$ cat src/rtl/gups_pkg.sv
// ---------------------------------------------------------------------------
// gups_pkg
// Shared definitions for the GUPS memory-side controller.
//   DATA_W          : memory / generator data width (64)
//   MAX_RD_LAT      : largest supported read latency in cycles (8)
//   LAT_W           : width of the read-latency down-counter
//   gups_mc_state_t : controller FSM state encoding
// ---------------------------------------------------------------------------
package gups_pkg;

  localparam int DATA_W     = 64;
  localparam int MAX_RD_LAT = 8;
  // Counter is loaded with RD_LAT-1, so 0..MAX_RD_LAT-1 must fit.
  localparam int LAT_W      = $clog2(MAX_RD_LAT);

  typedef enum logic [2:0] {
    IDLE     = 3'd0,
    RD_ISSUE = 3'd1,
    RD_WAIT  = 3'd2,
    RD_RESP  = 3'd3,
    WR_WAIT  = 3'd4,
    WR_ISSUE = 3'd5,
    WR_RESP  = 3'd6
  } gups_mc_state_t;

endpackage

$ cat src/rtl/gups_rd_lat_ctr.sv
// ---------------------------------------------------------------------------
// gups_rd_lat_ctr
// Loadable down-counter that times the fixed memory read latency. It is loaded
// when a read is granted and counts down while the controller waits; zero_o
// marks the cycle in which mem_rdata is valid and must be captured.
// Ports:
//   clk        : clock
//   reset      : asynchronous active-low reset (count -> 0)
//   load_i     : load load_val_i this cycle (takes priority over dec_i)
//   load_val_i : value to load
//   dec_i      : decrement (holds at zero)
//   zero_o     : count is zero
// ---------------------------------------------------------------------------
module gups_rd_lat_ctr
  import gups_pkg::*;
(
  input  logic             clk,
  input  logic             reset,
  input  logic             load_i,
  input  logic [LAT_W-1:0] load_val_i,
  input  logic             dec_i,
  output logic             zero_o
);

  logic [LAT_W-1:0] cnt_q;
  logic [LAT_W-1:0] cnt_d;

  always_comb begin
    cnt_d = cnt_q;
    if (load_i) begin
      cnt_d = load_val_i;
    end else if (dec_i && (cnt_q != '0)) begin
      cnt_d = cnt_q - 1'b1;
    end
  end

  always_ff @(posedge clk or negedge reset) begin
    if (!reset) begin
      cnt_q <= '0;
    end else begin
      cnt_q <= cnt_d;
    end
  end

  assign zero_o = (cnt_q == '0);

endmodule

$ cat src/rtl/gups_mem_ctrl.sv
// ---------------------------------------------------------------------------
// gups_mem_ctrl
// Memory-side controller for the GUPS update generator. Serves one
// read-modify-write at a time against a single-port SRAM-style memory with
// grant backpressure and a fixed read latency.
//
// Generator handshake: req is held high for the whole RMW. With write=0 the
// controller reads the word and pulses ready for one cycle with data_in valid;
// the generator then raises write with dout, and the controller writes the word
// and pulses ready again. The generator drops req after the second pulse.
// Memory handshake: an access is taken on a cycle where mem_en=1 and
// mem_gnt=1; until then mem_en/mem_we/mem_addr/mem_wdata stay unchanged.
//
// Parameters: AW (word-address width), RD_LAT (read latency, 1..8)
// Ports:
//   clk, reset           : clock, asynchronous active-low reset
//   req, write, address,
//   dout                 : generator request, phase, byte address, write data
//   ready, data_in       : completion pulse, read data (held until next read)
//   mem_en, mem_we,
//   mem_addr, mem_wdata  : registered memory request
//   mem_gnt, mem_rdata   : memory grant, read data
//   addr_err             : sticky out-of-range / misaligned address flag
//   upd_count            : completed RMW count
//   dbg_state            : current FSM state
// Build option: GUPS_STATS_EN enables the saturating upd_count counter;
// otherwise upd_count is constant zero.
// ---------------------------------------------------------------------------
module gups_mem_ctrl
  import gups_pkg::*;
#(
  parameter int AW     = 16,
  parameter int RD_LAT = 2
) (
  input  logic              clk,
  input  logic              reset,
  input  logic              req,
  input  logic              write,
  input  logic [DATA_W-1:0] address,
  input  logic [DATA_W-1:0] dout,
  output logic              ready,
  output logic [DATA_W-1:0] data_in,
  output logic              mem_en,
  output logic              mem_we,
  output logic [AW-1:0]     mem_addr,
  output logic [DATA_W-1:0] mem_wdata,
  input  logic              mem_gnt,
  input  logic [DATA_W-1:0] mem_rdata,
  output logic              addr_err,
  output logic [31:0]       upd_count,
  output gups_mc_state_t    dbg_state
);

  localparam logic [LAT_W-1:0] LAT_LOAD = LAT_W'(RD_LAT - 1);

  gups_mc_state_t    state_q;
  logic              ready_q;
  logic              mem_en_q;
  logic              mem_we_q;
  logic [AW-1:0]     mem_addr_q;
  logic [DATA_W-1:0] mem_wdata_q;
  logic [DATA_W-1:0] data_in_q;
  logic              addr_err_q;

  logic addr_bad;
  logic cnt_load;
  logic cnt_dec;
  logic cnt_zero;

  // Bits above the word index or inside the 8-byte word are not addressable.
  assign addr_bad = (|address[DATA_W-1:AW+3]) | (|address[2:0]);

  assign cnt_load = (state_q == RD_ISSUE) && mem_gnt;
  assign cnt_dec  = (state_q == RD_WAIT);

  gups_rd_lat_ctr u_rd_lat_ctr (
    .clk        (clk),
    .reset      (reset),
    .load_i     (cnt_load),
    .load_val_i (LAT_LOAD),
    .dec_i      (cnt_dec),
    .zero_o     (cnt_zero)
  );

  // ready is registered: it is set on the edge entering RD_RESP/WR_RESP, so
  // it is high exactly while the FSM sits in one of those states.
  always_ff @(posedge clk or negedge reset) begin
    if (!reset) begin
      state_q     <= IDLE;
      ready_q     <= 1'b0;
      mem_en_q    <= 1'b0;
      mem_we_q    <= 1'b0;
      mem_addr_q  <= '0;
      mem_wdata_q <= '0;
      data_in_q   <= '0;
      addr_err_q  <= 1'b0;
    end else begin
      ready_q <= 1'b0;
      case (state_q)
        IDLE: begin
          // A write phase seen here has no preceding read; ignore it.
          if (req && !write) begin
            mem_addr_q <= address[AW+2:3];
            if (addr_bad) addr_err_q <= 1'b1;
            mem_en_q   <= 1'b1;
            mem_we_q   <= 1'b0;
            state_q    <= RD_ISSUE;
          end
        end
        RD_ISSUE: begin
          if (mem_gnt) begin
            mem_en_q <= 1'b0;
            state_q  <= RD_WAIT;
          end
        end
        RD_WAIT: begin
          if (cnt_zero) begin
            data_in_q <= mem_rdata;
            ready_q   <= 1'b1;
            state_q   <= RD_RESP;
          end
        end
        RD_RESP: begin
          state_q <= WR_WAIT;
        end
        WR_WAIT: begin
          if (!req) begin
            state_q <= IDLE;
          end else if (write) begin
            mem_wdata_q <= dout;
            mem_en_q    <= 1'b1;
            mem_we_q    <= 1'b1;
            state_q     <= WR_ISSUE;
          end
        end
        WR_ISSUE: begin
          if (mem_gnt) begin
            mem_en_q <= 1'b0;
            mem_we_q <= 1'b0;
            ready_q  <= 1'b1;
            state_q  <= WR_RESP;
          end
        end
        WR_RESP: begin
          state_q <= IDLE;
        end
        default: begin
          state_q <= IDLE;
        end
      endcase
    end
  end

`ifdef GUPS_STATS_EN
  logic [31:0] upd_count_q;
  logic [31:0] upd_count_d;

  // Counts on the write grant, i.e. together with the WR_RESP ready pulse.
  always_comb begin
    upd_count_d = upd_count_q;
    if ((state_q == WR_ISSUE) && mem_gnt && (upd_count_q != 32'hFFFF_FFFF)) begin
      upd_count_d = upd_count_q + 32'd1;
    end
  end

  always_ff @(posedge clk or negedge reset) begin
    if (!reset) begin
      upd_count_q <= '0;
    end else begin
      upd_count_q <= upd_count_d;
    end
  end

  assign upd_count = upd_count_q;
`else
  assign upd_count = '0;
`endif

  assign ready     = ready_q;
  assign data_in   = data_in_q;
  assign mem_en    = mem_en_q;
  assign mem_we    = mem_we_q;
  assign mem_addr  = mem_addr_q;
  assign mem_wdata = mem_wdata_q;
  assign addr_err  = addr_err_q;
  assign dbg_state = state_q;

endmodule

$ cat config.mk
export PLATFORM = sky130hd
export DESIGN_NAME = gups_mem_ctrl
export DESIGN_NICKNAME = d
export VERILOG_FILES = /design/src/rtl/gups_pkg.sv /design/src/rtl/gups_rd_lat_ctr.sv /design/src/rtl/gups_mem_ctrl.sv
export SDC_FILE = /design/constraint.sdc
export NUM_CORES = 1
export LEC_CHECK = 0
export BUFFER_PORTS_ARGS = -buffer_cell sky130_fd_sc_hd__clkbuf_2
export CAP_MARGIN = 5
export CORE_AREA = 3 3 147 149
export CTS_CLUSTER_DIAMETER = 50
export DETAILED_ROUTE_END_ITERATION = 8
export DIE_AREA = 0 0 150 152
export PLACE_DENSITY = 0.62
export SLEW_MARGIN = 10
export SYNTH_ARGS = -nofsm -noshare
export SYNTH_HDL_FRONTEND = slang
export SYNTH_SLANG_ARGS = --single-unit
$ cat constraint.sdc
create_clock -name clk -period 2 [get_ports clk]
set_input_delay 0.1 -clock clk [delete_from_list [all_inputs] [get_ports clk]]
set_output_delay 0.1 -clock clk [all_outputs]
set_load 0.01 [all_outputs]
* Yosys cells after proc, flatten, opt, wreduce, memory -nomap -nowiden *
Index checks and enable logic that the tools add are counted.
W data, S select, Z words.

operators by class
  add/subtract/negate cells = 1
  reductions and logical operators = 20
  bitwise gates (word level) = 1
  equality and inequality tests = 13
  muxes and demuxes = 19

operators by type and width
  operator               count
  $reduce_or A45 Y1      1
  $mux W3                8
  $pmux W3 S6            1
  $reduce_and A5 Y1      3
  $ne A2 B2 Y1 const B   6
  $reduce_bool A3 Y1     3
  $mux W1                7
  $eq A3 B2 Y1 const B   2
  $eq A3 B3 Y1 const B   2
  $logic_not A3 Y1       2
  $pmux W1 S3            2
  $reduce_and A3 Y1      2
  $reduce_and A2 Y1      2
  $eq A3 B1 Y1 const B   1
  $logic_and A1 B1 Y1    3
  $ne A3 B3 Y1 const B   1
  $reduce_or A3 Y1       1
  $sub A3 B1 Y3 const B  1
  $ne A2 B1 Y1 const B   1
  $pmux W1 S2            1
  $reduce_bool A2 Y1     1
  $reduce_or A2 Y1       1
  $logic_not A1 Y1       1
  $or A1 B1 Y1           1

storage, ports and cells
  input bits = 197
  word-level logic and storage cells = 63
  output and inout port bits = 183
  bits in registers = 154

* Longest topological paths before layout *
  word-level depth = 4
  depth in mapped cells = 7
  mapped depth without buffers = 6

* Hierarchy *
A second synthesis with hierarchy kept.

unflattened totals
  cell total of the unflattened synthesis = 413
  area total of the unflattened synthesis = 6271.0 µm²

modules (own cells, without submodules)
  module           times used  cells each  area each (µm²)  sequential area each (µm²)
  gups_mem_ctrl    1           394         6080.8           3778.6
  gups_rd_lat_ctr  1           19          190.2            75.1

* Worst setup path after synthesis *
Ideal clock, no wire load.

  path kind = reg-to-reg
  start point = register state_q[0] (netlist: dbg_state[0])
  end point = register mem_addr_q[10] (netlist: mem_addr[10])
  library setup time = 125 ps
  period minus slack after synthesis = 1848 ps
  buffers on the path = 2
  required time = 1875 ps
  path slack = 152 ps
  cell stages (with the launch flop) = 6
  data arrival time = 1723 ps
  cells stage by stage = dfrtp_1 -> buf_2 -> or4b_4 -> nor2_8 -> buf_12 -> mux2_4

on the way
  word-level cells in the longest chain between the ends = 2

RTL lines
  what                         RTL line              text
  start: declaration           gups_mem_ctrl.sv:56   gups_mc_state_t state_q;
  start signal: assignment     gups_mem_ctrl.sv:89   state_q <= IDLE;
  start signal: assignment     gups_mem_ctrl.sv:107  state_q <= RD_ISSUE;
  start signal: assignment     gups_mem_ctrl.sv:113  state_q <= RD_WAIT;
  $logic_not A3 Y1             gups_mem_ctrl.sv:99   case (state_q)
  $reduce_and A2 Y1 (no line)  n/a
  end signal: assignment       gups_mem_ctrl.sv:103  mem_addr_q <= address[AW+2:3];
  end: declaration             gups_mem_ctrl.sv:60   logic [AW-1:0] mem_addr_q;

Every way passes these cells.
A chain may end at the register's enable or synchronous reset.

* Worst setup path in the final report *
  start point = register state_q[0] (netlist: dbg_state[0])
  end point = register mem_addr_q[15] (netlist: mem_addr[15])

Same word-level chain as after synthesis.

==> qor.txt <==
RR Startpoint - dbg_state[0]
Min cycle time layout - 1.83 ns
Max cap viols - 0
Layout Skew - 0.00747 ns
Worst r2r dst - mem_addr[15]
Largest net degree at the start of global routing - 54
Most frequent cells after synthesis - dfrtp_1, mux2_2, buf_4, mux2_1, nor4_1
Final Hold Fails - 0
CTS Buffer Depth - 2
Vias per cell - 4.24
Layout Utilization - 51.5%
Post-Synthesis Cells - 406
DIE HEIGHT - 152 microns
RSZ-0062 raised after global routing - no
Synth top area share - 61.2%
Main flop type after synthesis - dfrtp_1
PostCTS Resize Cnt - 0
Number of CTS-inserted buffers - 17
CP Launch Type - flip-flop
Yosys top cell by area - dfrtp_1
Root Driver - clkbuf_16
I/O pin count - 380
Die area - 0.0228 sq mm
Number of synthesized flops with an enable pin - 0
CTS tree - yes
Fin crit share - 91.4%
R2R cell count - 3
Vias in the first global route - 5775
CP arrival - 2.12 ns
Peak supply drop - 0.000595 V
CP Class - reg -> reg
Clk_lat worst skew - 0.41 ns
Via Count - 5125
WHS - 0.0330 ns
Number of setup buffers added after CTS - 0
Inserted Diodes - 0
Area contributors post-synth - dfrtp_1, mux2_2, buf_4, mux2_1, mux2_4
Top-count cell post-synth - dfrtp_1
Die W - 150 microns
Worst hold stages - 4
P_leak - 5.32 nW
GP Congestion - 0.778
CTS clk-pin slew, worst paths - 0.07 ns
Syn. warnings - 0
Antenna-violating nets left - 0
Critical path peak fanout - 16
DRC - 0
Avg Cell Area, Syn - 15.5 sq um
Max Slew Vio Count - 0
Asr flop ratio synth - 100%
Total power - 13.6 mW
Layout cells sized above 1 - 55.3%
Pwr per Cell Area - 1300 mW/mm^2
Max Clk Rate - 547 MHz
Gr ovfl total - 0
Hold wc startpoint - address[50]
# hold bufs at CTS - 160
Sequential area share after synthesis - 61.2%
Post-Syn Area - 0.00629 sq mm
Initial Util - 31.0%
Req. time, crit path - 2.29 ns
Area grow syn2layout - 66.0%
CP endpoint kind - flip-flop
Final setup viols - 0
Worst Hold Endpoint - addr_err
Setup WS pre-CTS - 0.181 ns
Core area - 0.0203 sq mm
Post-detail-place hpwl - 12600 microns
Total wire length - 18700 microns
H-tree level count - 4
Setup TNS Final - 0 ns
Worst Hold Class - in -> reg
Initial antenna violation count - 0
DR WL/cell - 15.5 microns
DR pass1 iterations - 4
Number of synthesized register bits - 154
Rows - 52
Nets@finish - 1124
I/O Buffers - 347
GRT Total Usage - 16.3%
Status - completed
DR iter-0 viols - 184
Num Clock Sinks - 154
Count of cell types in the netlist - 34
R2R setup slack - 0.17 ns
First-pass GRT wire length - 29600 microns
PnR worst setup slack - 0.172 ns
[worst max-delay path by stage]
stage                   endpoint          from  cells past startpoint  slack [ns]
floorplan           mem_addr[10]  dbg_state[0]                      5        0.15
global placement     mem_addr[4]  dbg_state[0]                      3        0.20
detailed placement  mem_addr[15]  dbg_state[0]                      3        0.18
CTS                 mem_addr[15]  dbg_state[0]                      3        0.17
global route         mem_addr[1]  dbg_state[0]                      3        0.11
finish              mem_addr[15]  dbg_state[0]                      3        0.17
[placed cells by master (no fill, tap or decap), types with 7 or more instances in the layout]
cell           count
mux2_1            23
clkbuf_16         17
dlygate4sd3_1    160
mux2_2           112
mux2_4            10
dfrtp_1          154
buf_4              7
conb_1            32
clkbuf_2         346
nor4_1            11
inv_1              7
[registers in the layout (all words and copies together), names as in the netlist]
name                flops
mem_en                  1
mem_we                  1
addr_err                1
mem_addr               16
data_in                64
mem_wdata              64
ready                   1
dbg_state               3
u_rd_lat_ctr.cnt_q      3
[worst max-delay path, cell delays in order, from the launching register on]
cell	delay (ns)
dfrtp_1	0.43
or4b_4	0.59
nor2_8	0.31
mux2_2	0.38
[layout make-up]
cell class / instances / area, sq um
fillers: 1726 / 9850
flip-flops and latches: 154 / 3850
repair buffers: 519 / 3500
multi-input cells: 226 / 2140
clock buffers: 20 / 457
well taps: 270 / 338
clock inverters: 12 / 138
inverters: 7 / 26.3
[per-layer routing]
metal / wire length [microns] / global-route usage [%] / vias to the layer above
met5: 0 / 0 / -
met4: 447 / 6.49 / 0
met3: 1640 / 5.57 / 35
met2: 9890 / 29.6 / 228
met1: 6750 / 17.2 / 2464
li1: - / - / 2398
[report_power, final]
group	internal (mW)	switching [mW]	leakage [nW]
Sequential	4.57	0.777	1.91
Combinational	2.65	2.31	3.13
Clock	1.92	1.33	0.276
[logic make-up (layout without fill, tap and decap cells)]
kind of cell	count (synthesis)	count (layout)	share of synthesized area (%)
muxes	145	145	26.5
xor gates and xnor gates	1	1	0.139
AOI/OAI and AO/OA	15	15	1.47
buffers and inverters	57	558	6.74
adders and majority gates	2	2	0.398
and+or+nand+nor	31	31	3.42
other	1	32	0.0596
DFF	154	154	61.2
[through the flow]
stage,std cells,cell area [sq um]
2_1_floorplan,437,6410
3_3_place_gp,1016,8250
3_5_place_dp,1016,8250
4_1_cts,1208,10400
5_1_grt,1208,10400
6_report,1208,10400
(Power assumes the default switching activity.)
